`config.mk`:
```
export PLATFORM = sky130hd
export DESIGN_NAME = seg7_scan_ctrl_flat
export DESIGN_NICKNAME = d
export VERILOG_FILES = /design/src/rtl/seg7_pkg.sv /design/src/rtl/seg7_scan_ctrl_if.sv /design/src/rtl/seg7_scan_ctrl_segment7.sv /design/src/rtl/seg7_scan_ctrl.sv /design/src/flat_wrapper.sv
export SDC_FILE = /design/constraint.sdc
export NUM_CORES = 1
export LEC_CHECK = 0
export ABC_AREA = 0
export BUFFER_PORTS_ARGS = -buffer_cell sky130_fd_sc_hd__buf_4
export CORE_ASPECT_RATIO = 1.5
export CORE_MARGIN = 3
export CORE_UTILIZATION = 55
export CTS_CLUSTER_SIZE = 12
export DETAILED_ROUTE_END_ITERATION = 16
export PLACE_DENSITY = 0.86
export SLEW_MARGIN = 10
export SYNTH_ARGS = -nofsm -noshare
export SYNTH_HDL_FRONTEND = slang
export SYNTH_SLANG_ARGS = --single-unit
```
`constraint.sdc`:
```
create_clock -name clk -period 2 [get_ports clk]
set_input_delay 0.4 -clock clk [delete_from_list [all_inputs] [get_ports clk]]
set_output_delay 0.4 -clock clk [all_outputs]
set_load 0.01 [all_outputs]
```
`src/rtl/seg7_pkg.sv`:
```
`default_nettype none
// +----------------------------------------------------------------------------+
// | Module  : seg7_pkg                                                         |
// | Purpose : Shared widths and constants for the 7-segment scan controller.   |
// |           DIGIT_W     - bits per BCD digit                                 |
// |           SEG_W       - bits per segment pattern                           |
// |           SCAN_BLANK / SCAN_SHOW - slot phase codes                        |
// |           DIG_ALL_OFF - active-low digit enables, all digits dark          |
// | Revision: 1.0 - initial release                                            |
// +----------------------------------------------------------------------------+
package seg7_pkg;

   localparam int DIGIT_W    = 4;
   localparam int SEG_W      = 7;
   localparam int MAX_DIGITS = 8;

   // Slot phase: the first part of every slot is dark to suppress ghosting
   localparam logic [0:0] SCAN_BLANK = 1'b0;
   localparam logic [0:0] SCAN_SHOW  = 1'b1;

   // Sized for the widest display; users slice off the digits they need
   localparam logic [MAX_DIGITS-1:0] DIG_ALL_OFF = '1;

endpackage
`default_nettype wire

```
`src/rtl/seg7_scan_ctrl_if.sv`:
```
`default_nettype none
// +----------------------------------------------------------------------------+
// | Module  : seg7_scan_ctrl_if                                                |
// | Purpose : Bundles the data/display signals of the scan controller.         |
// |           enable      - 1 = scan, 0 = display dark                         |
// |           digits_bcd  - packed BCD digits, digit i at [4i+3:4i]            |
// |           seg7        - registered segment pattern                         |
// |           dig_sel     - registered active-low digit enables                |
// |           frame_tick  - one-cycle pulse at end of each frame               |
// |           master: source of enable/digits, sink of display pins            |
// |           slave : the scan controller itself                               |
// | Revision: 1.0 - initial release                                            |
// +----------------------------------------------------------------------------+
interface seg7_scan_ctrl_if
   import seg7_pkg::*;
#(
   parameter int N_DIGITS = 2
) ();

   logic                          enable;
   logic [DIGIT_W*N_DIGITS-1:0]   digits_bcd;
   logic [SEG_W-1:0]              seg7;
   logic [N_DIGITS-1:0]           dig_sel;
   logic                          frame_tick;

   modport master (
      output enable,
      output digits_bcd,
      input  seg7,
      input  dig_sel,
      input  frame_tick
   );

   modport slave (
      input  enable,
      input  digits_bcd,
      output seg7,
      output dig_sel,
      output frame_tick
   );

endinterface
`default_nettype wire

```
`src/rtl/seg7_scan_ctrl_segment7.sv`:
```
`default_nettype none
// +----------------------------------------------------------------------------+
// | Module  : segment7                                                         |
// | Purpose : Combinational hex to 7-segment decoder, active-high segments.    |
// |           num  - 4-bit value 0..15                                         |
// |           seg7 - {g,f,e,d,c,b,a}; 10..15 render as A b C d E F            |
// | Revision: 1.0 - initial release                                            |
// +----------------------------------------------------------------------------+
module segment7
   import seg7_pkg::*;
(
   input  logic [DIGIT_W-1:0] num,
   output logic [SEG_W-1:0]   seg7
);

   always_comb begin
      seg7 = 7'h00;
      case (num)
         4'h0: seg7 = 7'h3F;
         4'h1: seg7 = 7'h06;
         4'h2: seg7 = 7'h5B;
         4'h3: seg7 = 7'h4F;
         4'h4: seg7 = 7'h66;
         4'h5: seg7 = 7'h6D;
         4'h6: seg7 = 7'h7D;
         4'h7: seg7 = 7'h07;
         4'h8: seg7 = 7'h7F;
         4'h9: seg7 = 7'h6F;
         4'hA: seg7 = 7'h77;
         4'hB: seg7 = 7'h7C;
         4'hC: seg7 = 7'h39;
         4'hD: seg7 = 7'h5E;
         4'hE: seg7 = 7'h79;
         4'hF: seg7 = 7'h71;
         default: seg7 = 7'h00;
      endcase
   end

endmodule
`default_nettype wire

```
`src/rtl/seg7_scan_ctrl.sv`:
```
`default_nettype none
// +----------------------------------------------------------------------------+
// | Module  : seg7_scan_ctrl                                                   |
// | Purpose : Time-multiplexed scan controller for an N-digit common-pin       |
// |           7-segment display. One shared segment7 decoder is handed to one  |
// |           digit per refresh slot; each slot starts with a dark gap; the    |
// |           input digits are snapshotted once per frame.                     |
// | Ports   : clk  - system clock, rising edge                                 |
// |           rst  - synchronous reset, active-high, priority over enable      |
// |           bus  - seg7_scan_ctrl_if.slave (enable, digits_bcd, seg7,        |
// |                  dig_sel, frame_tick)                                      |
// | Params  : N_DIGITS 1..8, REFRESH_DIV >= 2 cycles per slot,                 |
// |           BLANK_CYCLES < REFRESH_DIV dark cycles at start of each slot     |
// | Config  : LEADING_ZERO_BLANK_EN - when defined, upper digits that are 0    |
// |           together with every digit above them stay dark (digit 0 never).  |
// | Revision: 1.0 - initial release                                            |
// +----------------------------------------------------------------------------+
module seg7_scan_ctrl
   import seg7_pkg::*;
#(
   parameter int N_DIGITS     = 2,
   parameter int REFRESH_DIV  = 1000,
   parameter int BLANK_CYCLES = 50
) (
   input  logic             clk,
   input  logic             rst,
   seg7_scan_ctrl_if.slave  bus
);

   localparam int IDX_W  = (N_DIGITS > 1) ? $clog2(N_DIGITS) : 1;
   localparam int SLOT_W = $clog2(REFRESH_DIV);

   localparam logic [SLOT_W-1:0]   c_slot_last = SLOT_W'(REFRESH_DIV - 1);
   localparam logic [SLOT_W-1:0]   c_blank_end = SLOT_W'(BLANK_CYCLES);
   localparam logic [IDX_W-1:0]    c_idx_last  = IDX_W'(N_DIGITS - 1);
   localparam logic [N_DIGITS-1:0] c_dig_off   = DIG_ALL_OFF[N_DIGITS-1:0];

   logic [SLOT_W-1:0]                      r_slot_cnt;
   logic [IDX_W-1:0]                       r_idx;
   logic [N_DIGITS-1:0][DIGIT_W-1:0]       r_snap;

   logic [0:0]          w_phase;
   logic [DIGIT_W-1:0]  w_cur_digit;
   logic [SEG_W-1:0]    w_seg;
   logic [N_DIGITS-1:0] w_sel_show;
   logic [N_DIGITS-1:0] w_lz_dark;
   logic                w_slot_wrap;
   logic                w_frame_end;

   // ---------------------------------------------------------------------
   // Slot phase and wrap decode
   // ---------------------------------------------------------------------
   always_comb begin
      w_phase     = (r_slot_cnt < c_blank_end) ? SCAN_BLANK : SCAN_SHOW;
      w_slot_wrap = (r_slot_cnt == c_slot_last);
      w_frame_end = w_slot_wrap && (r_idx == c_idx_last);
   end

   // ---------------------------------------------------------------------
   // Shared decoder, fed from the snapshot of the digit being scanned
   // ---------------------------------------------------------------------
   always_comb begin
      w_cur_digit = r_snap[r_idx];
   end

   segment7 u_segment7 (
      .num  (w_cur_digit),
      .seg7 (w_seg)
   );

   // ---------------------------------------------------------------------
   // Leading-zero suppression mask (1 = keep that digit dark)
   // ---------------------------------------------------------------------
`ifdef LEADING_ZERO_BLANK_EN
   always_comb begin : lz_mask
      logic zero_run;
      zero_run  = 1'b1;
      w_lz_dark = '0;
      // Walk from the most significant digit down; a digit is dark only while
      // every digit from the top down to it is zero. Digit 0 is exempt so a
      // value of all zeros still shows a single "0".
      for (int i = N_DIGITS - 1; i > 0; i--) begin
         zero_run     = zero_run & (r_snap[i] == '0);
         w_lz_dark[i] = zero_run;
      end
   end
`else
   always_comb begin
      w_lz_dark = '0;
   end
`endif

   // ---------------------------------------------------------------------
   // Active-low enable for the digit owning the current slot
   // ---------------------------------------------------------------------
   always_comb begin
      w_sel_show = c_dig_off;
      for (int i = 0; i < N_DIGITS; i++) begin
         if (r_idx == IDX_W'(i)) begin
            w_sel_show[i] = 1'b0;
         end
      end
      w_sel_show = w_sel_show | w_lz_dark;
   end

   // ---------------------------------------------------------------------
   // Scan state and registered outputs. Outputs reflect the state before
   // the edge, so the pins lag the counters by one cycle.
   // ---------------------------------------------------------------------
   always_ff @(posedge clk) begin
      if (rst) begin
         r_slot_cnt     <= '0;
         r_idx          <= '0;
         r_snap         <= '0;
         bus.seg7       <= '0;
         bus.dig_sel    <= c_dig_off;
         bus.frame_tick <= 1'b0;
      end else if (!bus.enable) begin
         // Held at the start of a frame; the snapshot tracks the input so
         // the first frame after enable shows current data.
         r_slot_cnt     <= '0;
         r_idx          <= '0;
         r_snap         <= bus.digits_bcd;
         bus.seg7       <= w_seg;
         bus.dig_sel    <= c_dig_off;
         bus.frame_tick <= 1'b0;
      end else begin
         bus.seg7       <= w_seg;
         bus.dig_sel    <= (w_phase == SCAN_SHOW) ? w_sel_show : c_dig_off;
         bus.frame_tick <= w_frame_end;

         if (w_slot_wrap) begin
            r_slot_cnt <= '0;
            r_idx      <= (r_idx == c_idx_last) ? '0 : r_idx + 1'b1;
         end else begin
            r_slot_cnt <= r_slot_cnt + 1'b1;
         end

         // New data is taken only at the frame boundary so a frame never
         // mixes old and new digits.
         if (w_frame_end) begin
            r_snap <= bus.digits_bcd;
         end
      end
   end

endmodule
`default_nettype wire

```
`src/flat_wrapper.sv`:
```
// flat-port wrapper written by rule: the top's interface ports become plain ports
module seg7_scan_ctrl_flat import seg7_pkg::*;
#(
   parameter int N_DIGITS     = 2,
   parameter int REFRESH_DIV  = 1000,
   parameter int BLANK_CYCLES = 50
)
  (clk, rst, bus_enable, bus_digits_bcd, bus_seg7, bus_dig_sel, bus_frame_tick);
  seg7_scan_ctrl_if #(.N_DIGITS(N_DIGITS)) bus_i ();
  input  logic clk;
  input  logic rst;
  input wire logic [$bits(bus_i.enable)-1:0] bus_enable;
  input wire logic [$bits(bus_i.digits_bcd)-1:0] bus_digits_bcd;
  output wire logic [$bits(bus_i.seg7)-1:0] bus_seg7;
  output wire logic [$bits(bus_i.dig_sel)-1:0] bus_dig_sel;
  output wire logic [$bits(bus_i.frame_tick)-1:0] bus_frame_tick;
  assign bus_i.enable = bus_enable;
  assign bus_i.digits_bcd = bus_digits_bcd;
  assign bus_seg7 = bus_i.seg7;
  assign bus_dig_sel = bus_i.dig_sel;
  assign bus_frame_tick = bus_i.frame_tick;
  seg7_scan_ctrl #(.N_DIGITS(N_DIGITS), .REFRESH_DIV(REFRESH_DIV), .BLANK_CYCLES(BLANK_CYCLES)) u_core (.clk(clk), .rst(rst), .bus(bus_i));
endmodule
```
==> impl_metrics.env <==
export IMPL_synth_cells=149
export IMPL_area_growth_pct=16.88
export IMPL_power_density_nw_per_um2=683.2
export IMPL_diodes=0
export IMPL_status="finished clean"
export IMPL_rsz0062_at_grt="no"
export IMPL_fin_crit_sh=0.9498
export IMPL_synth_cell_type_count=33
export IMPL_cts_setup_buffers=0
export IMPL_tns_ns=0
export IMPL_routed_wl_mm=2.858
export IMPL_fin_skew_ns=0.01493
export IMPL_n_fill_cell=213
export IMPL_cts_root_buffer="clkbuf_4"
export IMPL_critPathKind="reg2reg"
export IMPL_worstHoldPathType="in2reg"
export IMPL_viasPerCell=5.865
export IMPL_cts_max_level=2
export IMPL_fin_cells=200
export IMPL_grt_usage=0.2062
export IMPL_layout_common_cells="dfxtp_1 (29), buf_4 (22), nand2b_1 (18)"
export IMPL_cts_hold_fix_buffers=0
export IMPL_dpl_cell_area_um2=1637
export IMPL_synthesis_nets=168
export IMPL_cts_num_sinks=29
export IMPL_endpoint_kind="flop"
export IMPL_grt_max_degree=26
export IMPL_dpl_worst_slack_ns=0.1433
export IMPL_pwr_share_comb=0.126
export IMPL_synth_area_um2=1460
export IMPL_layout_nets=194
export IMPL_dr_first_iter_drc_count=53
export IMPL_avgRoutedWirePerCell_um=14.29
export IMPL_drc=0
export IMPL_setup_viol=0
export IMPL_cts_resized=0
export IMPL_cp_arrival_ns=2.17
export IMPL_swShare=0.2442
export IMPL_clk_path_buf_depth=2
export IMPL_rows=22
export IMPL_met3_length_um=104
export IMPL_place_congestion=0.8804
export IMPL_cts_clk_slew_worst_paths_ns=0.10
export IMPL_drt_met1_wl_um=953
export IMPL_grt_pass1_vias=1188
export IMPL_p_seq_frac=0.529
export IMPL_slew_headroom=0.6975
export IMPL_overflow=0
export IMPL_period_minus_slack_ns=1.900
export IMPL_cts_tree="yes"
export IMPL_critPathMaxFanout=5
export IMPL_maxCapViolations=0
export IMPL_register_area_um2=580.6
export IMPL_num_vias=1173
export IMPL_dr_max_layer_used="met4"
export IMPL_first_pass_iters=4
export IMPL_drtAntennaViolNets=0
export IMPL_io_buffers=20
export IMPL_fin_ws_ns=0.1005
export IMPL_io_pins=21
export IMPL_dieArea_um2=3322
export IMPL_final_util=0.6889
export IMPL_cp_data_required_time_ns=2.27
export IMPL_worst_pin_slew_ns=0.4503
export IMPL_core_area_um2=2477
export IMPL_antenna_found_initial=0
export IMPL_vdd_drop_max_mv=0.4837
export IMPL_grt_pass1_wl_mm=4.899
export IMPL_p_int_mw=0.8813
export IMPL_hpwlAfterDp_mm=2.207
export IMPL_die_w_um=48.07
export IMPL_fmax_mhz=526.4
export IMPL_numCtsBuffers=5
export IMPL_yosysWarnings=0
export IMPL_hold_viol=0
export IMPL_die_y_um=69.11
export IMPL_switchingPower_mw=0.2847
export IMPL_multi_input_area_um2=842.1
export IMPL_totalPowerFinal_mw=1.166
export IMPL_drive_gt1_frac=0.2273
export IMPL_yosysSeqAreaShare=0.3976
export IMPL_fin_area_um2=1707
export IMPL_start_util=0.5894
export IMPL_layout_cells_most_common="dfxtp_1"
export IMPL_p_leak_nw=0.6765
export IMPL_whs_ns=0.3219
export IMPL_clock_latency_ns=0.34
export IMPL_placed_cells=192
export IMPL_startpoint_type="flop"
export IMPL_drv_slew=0
export IMPL_synth_seq_cells=29
export IMPL_power_frac_clock=0.345
export IMPL_met2_length_mm=1.709
export IMPL_syn_area_per_cell_um2=9.800
## cell usage after synthesis
master / instances / area, um2
clkbuf_1: 2 / 7.510
a31oi_1: 1 / 6.260
a221oi_1: 3 / 26.28
xnor2_1: 4 / 35.03
ha_1: 8 / 100.1
xor2_1: 2 / 17.52
nor3_1: 6 / 30.03
nand3b_1: 3 / 22.52
nor4_1: 2 / 12.51
nor3b_4: 1 / 18.77
dfxtp_1: 29 / 580.6
nor2b_1: 1 / 6.260
a211oi_1: 2 / 15.01
o21ai_0: 3 / 15.01
inv_1: 5 / 18.77
mux2i_4: 2 / 45.04
nand3_4: 1 / 17.52
nor2_2: 1 / 6.260
buf_6: 1 / 11.26
mux4_2: 1 / 22.52
nor2_1: 13 / 48.80
mux2_2: 3 / 33.78
a311oi_1: 1 / 8.760
o311ai_0: 2 / 17.52
a21oi_1: 3 / 15.01
and3_1: 3 / 18.77
or3_1: 1 / 6.260
nand2b_1: 18 / 112.6
o21ai_4: 1 / 16.27
nand2_1: 8 / 30.03
o211ai_1: 1 / 7.510
nand3_1: 8 / 40.04
mux2i_1: 9 / 90.09
## final cells by class
class / count / share of cell area
Clock buffer: 7 / 0.03812
Clock inverter: 1 / 0.002933
Inverter: 5 / 0.01100
Multi-Input combinational cell: 112 / 0.4934
Sequential cell: 29 / 0.3402
Tap cell: 24 / 0.01760
Timing Repair Buffer: 22 / 0.09677
## per-layer routing
| metal | vias up | GRT usage |
|---|---|---|
| met3 | 12 | 0.07311 |
| met2 | 21 | 0.3697 |
| met5 | - | 0 |
| li1 | 574 | - |
| met4 | 0 | 0.1048 |
| met1 | 566 | 0.1802 |
## power by group through the flow
stage	clock (mW)	sequential (mW)	combinational, mW
finish	0.402	0.617	0.147
global route	0.434	0.621	0.162
floorplan	0	0.635	0.0808
CTS	0.413	0.617	0.147
detailed placement	0	0.631	0.147
global placement	0	0.631	0.139
## flip-flops by register name, indices dropped and copies added (netlist names)
name and flops:
u_core.bus.seg7 7, u_core.r_idx 1, u_core.r_snap 8, u_core.r_slot_cnt 10, u_core.bus.dig_sel 2, u_core.bus.frame_tick 1
## final timing paths
| path | startpoint | to | slack (ns) | cells past startpoint |
|---|---|---|---|---|
| worst max-delay path | u_core.r_idx$_SDFFE_PP0N_ | u_core.bus.seg7[3]$_SDFF_PP0_ | 0.10 | 6 |
| worst min-delay path | bus_digits_bcd[1] | u_core.r_snap[1]$_SDFFE_PP0P_ | 0.32 | 3 |
| worst max register to register | u_core.r_idx$_SDFFE_PP0N_ | u_core.bus.seg7[3]$_SDFF_PP0_ | 0.10 | 6 |
| worst min register to register | u_core.r_slot_cnt[0]$_SDFF_PP0_ | u_core.r_slot_cnt[0]$_SDFF_PP0_ | 0.46 | 1 |
## kinds of logic (layout without fill, tap and decap cells)
family / Yosys count / after routing / synth area share
simple gates: 66 / 66 / 0.2537
flops: 29 / 29 / 0.3976
compound gates: 17 / 17 / 0.08741
mux: 15 / 15 / 0.1311
fa+ha+maj: 8 / 8 / 0.06855
buf+inv: 8 / 35 / 0.02571
xor+xnor: 6 / 6 / 0.03599
## worst max-delay path, cell delays in order (launching register included)
cell and delay [ns]:
dfxtp_1 0.50, mux2_2 0.43, inv_1 0.13, ha_1 0.17
inv_1 0.05, mux4_2 0.46, nor2_1 0.09
Power figures use the tool's default switching activity.
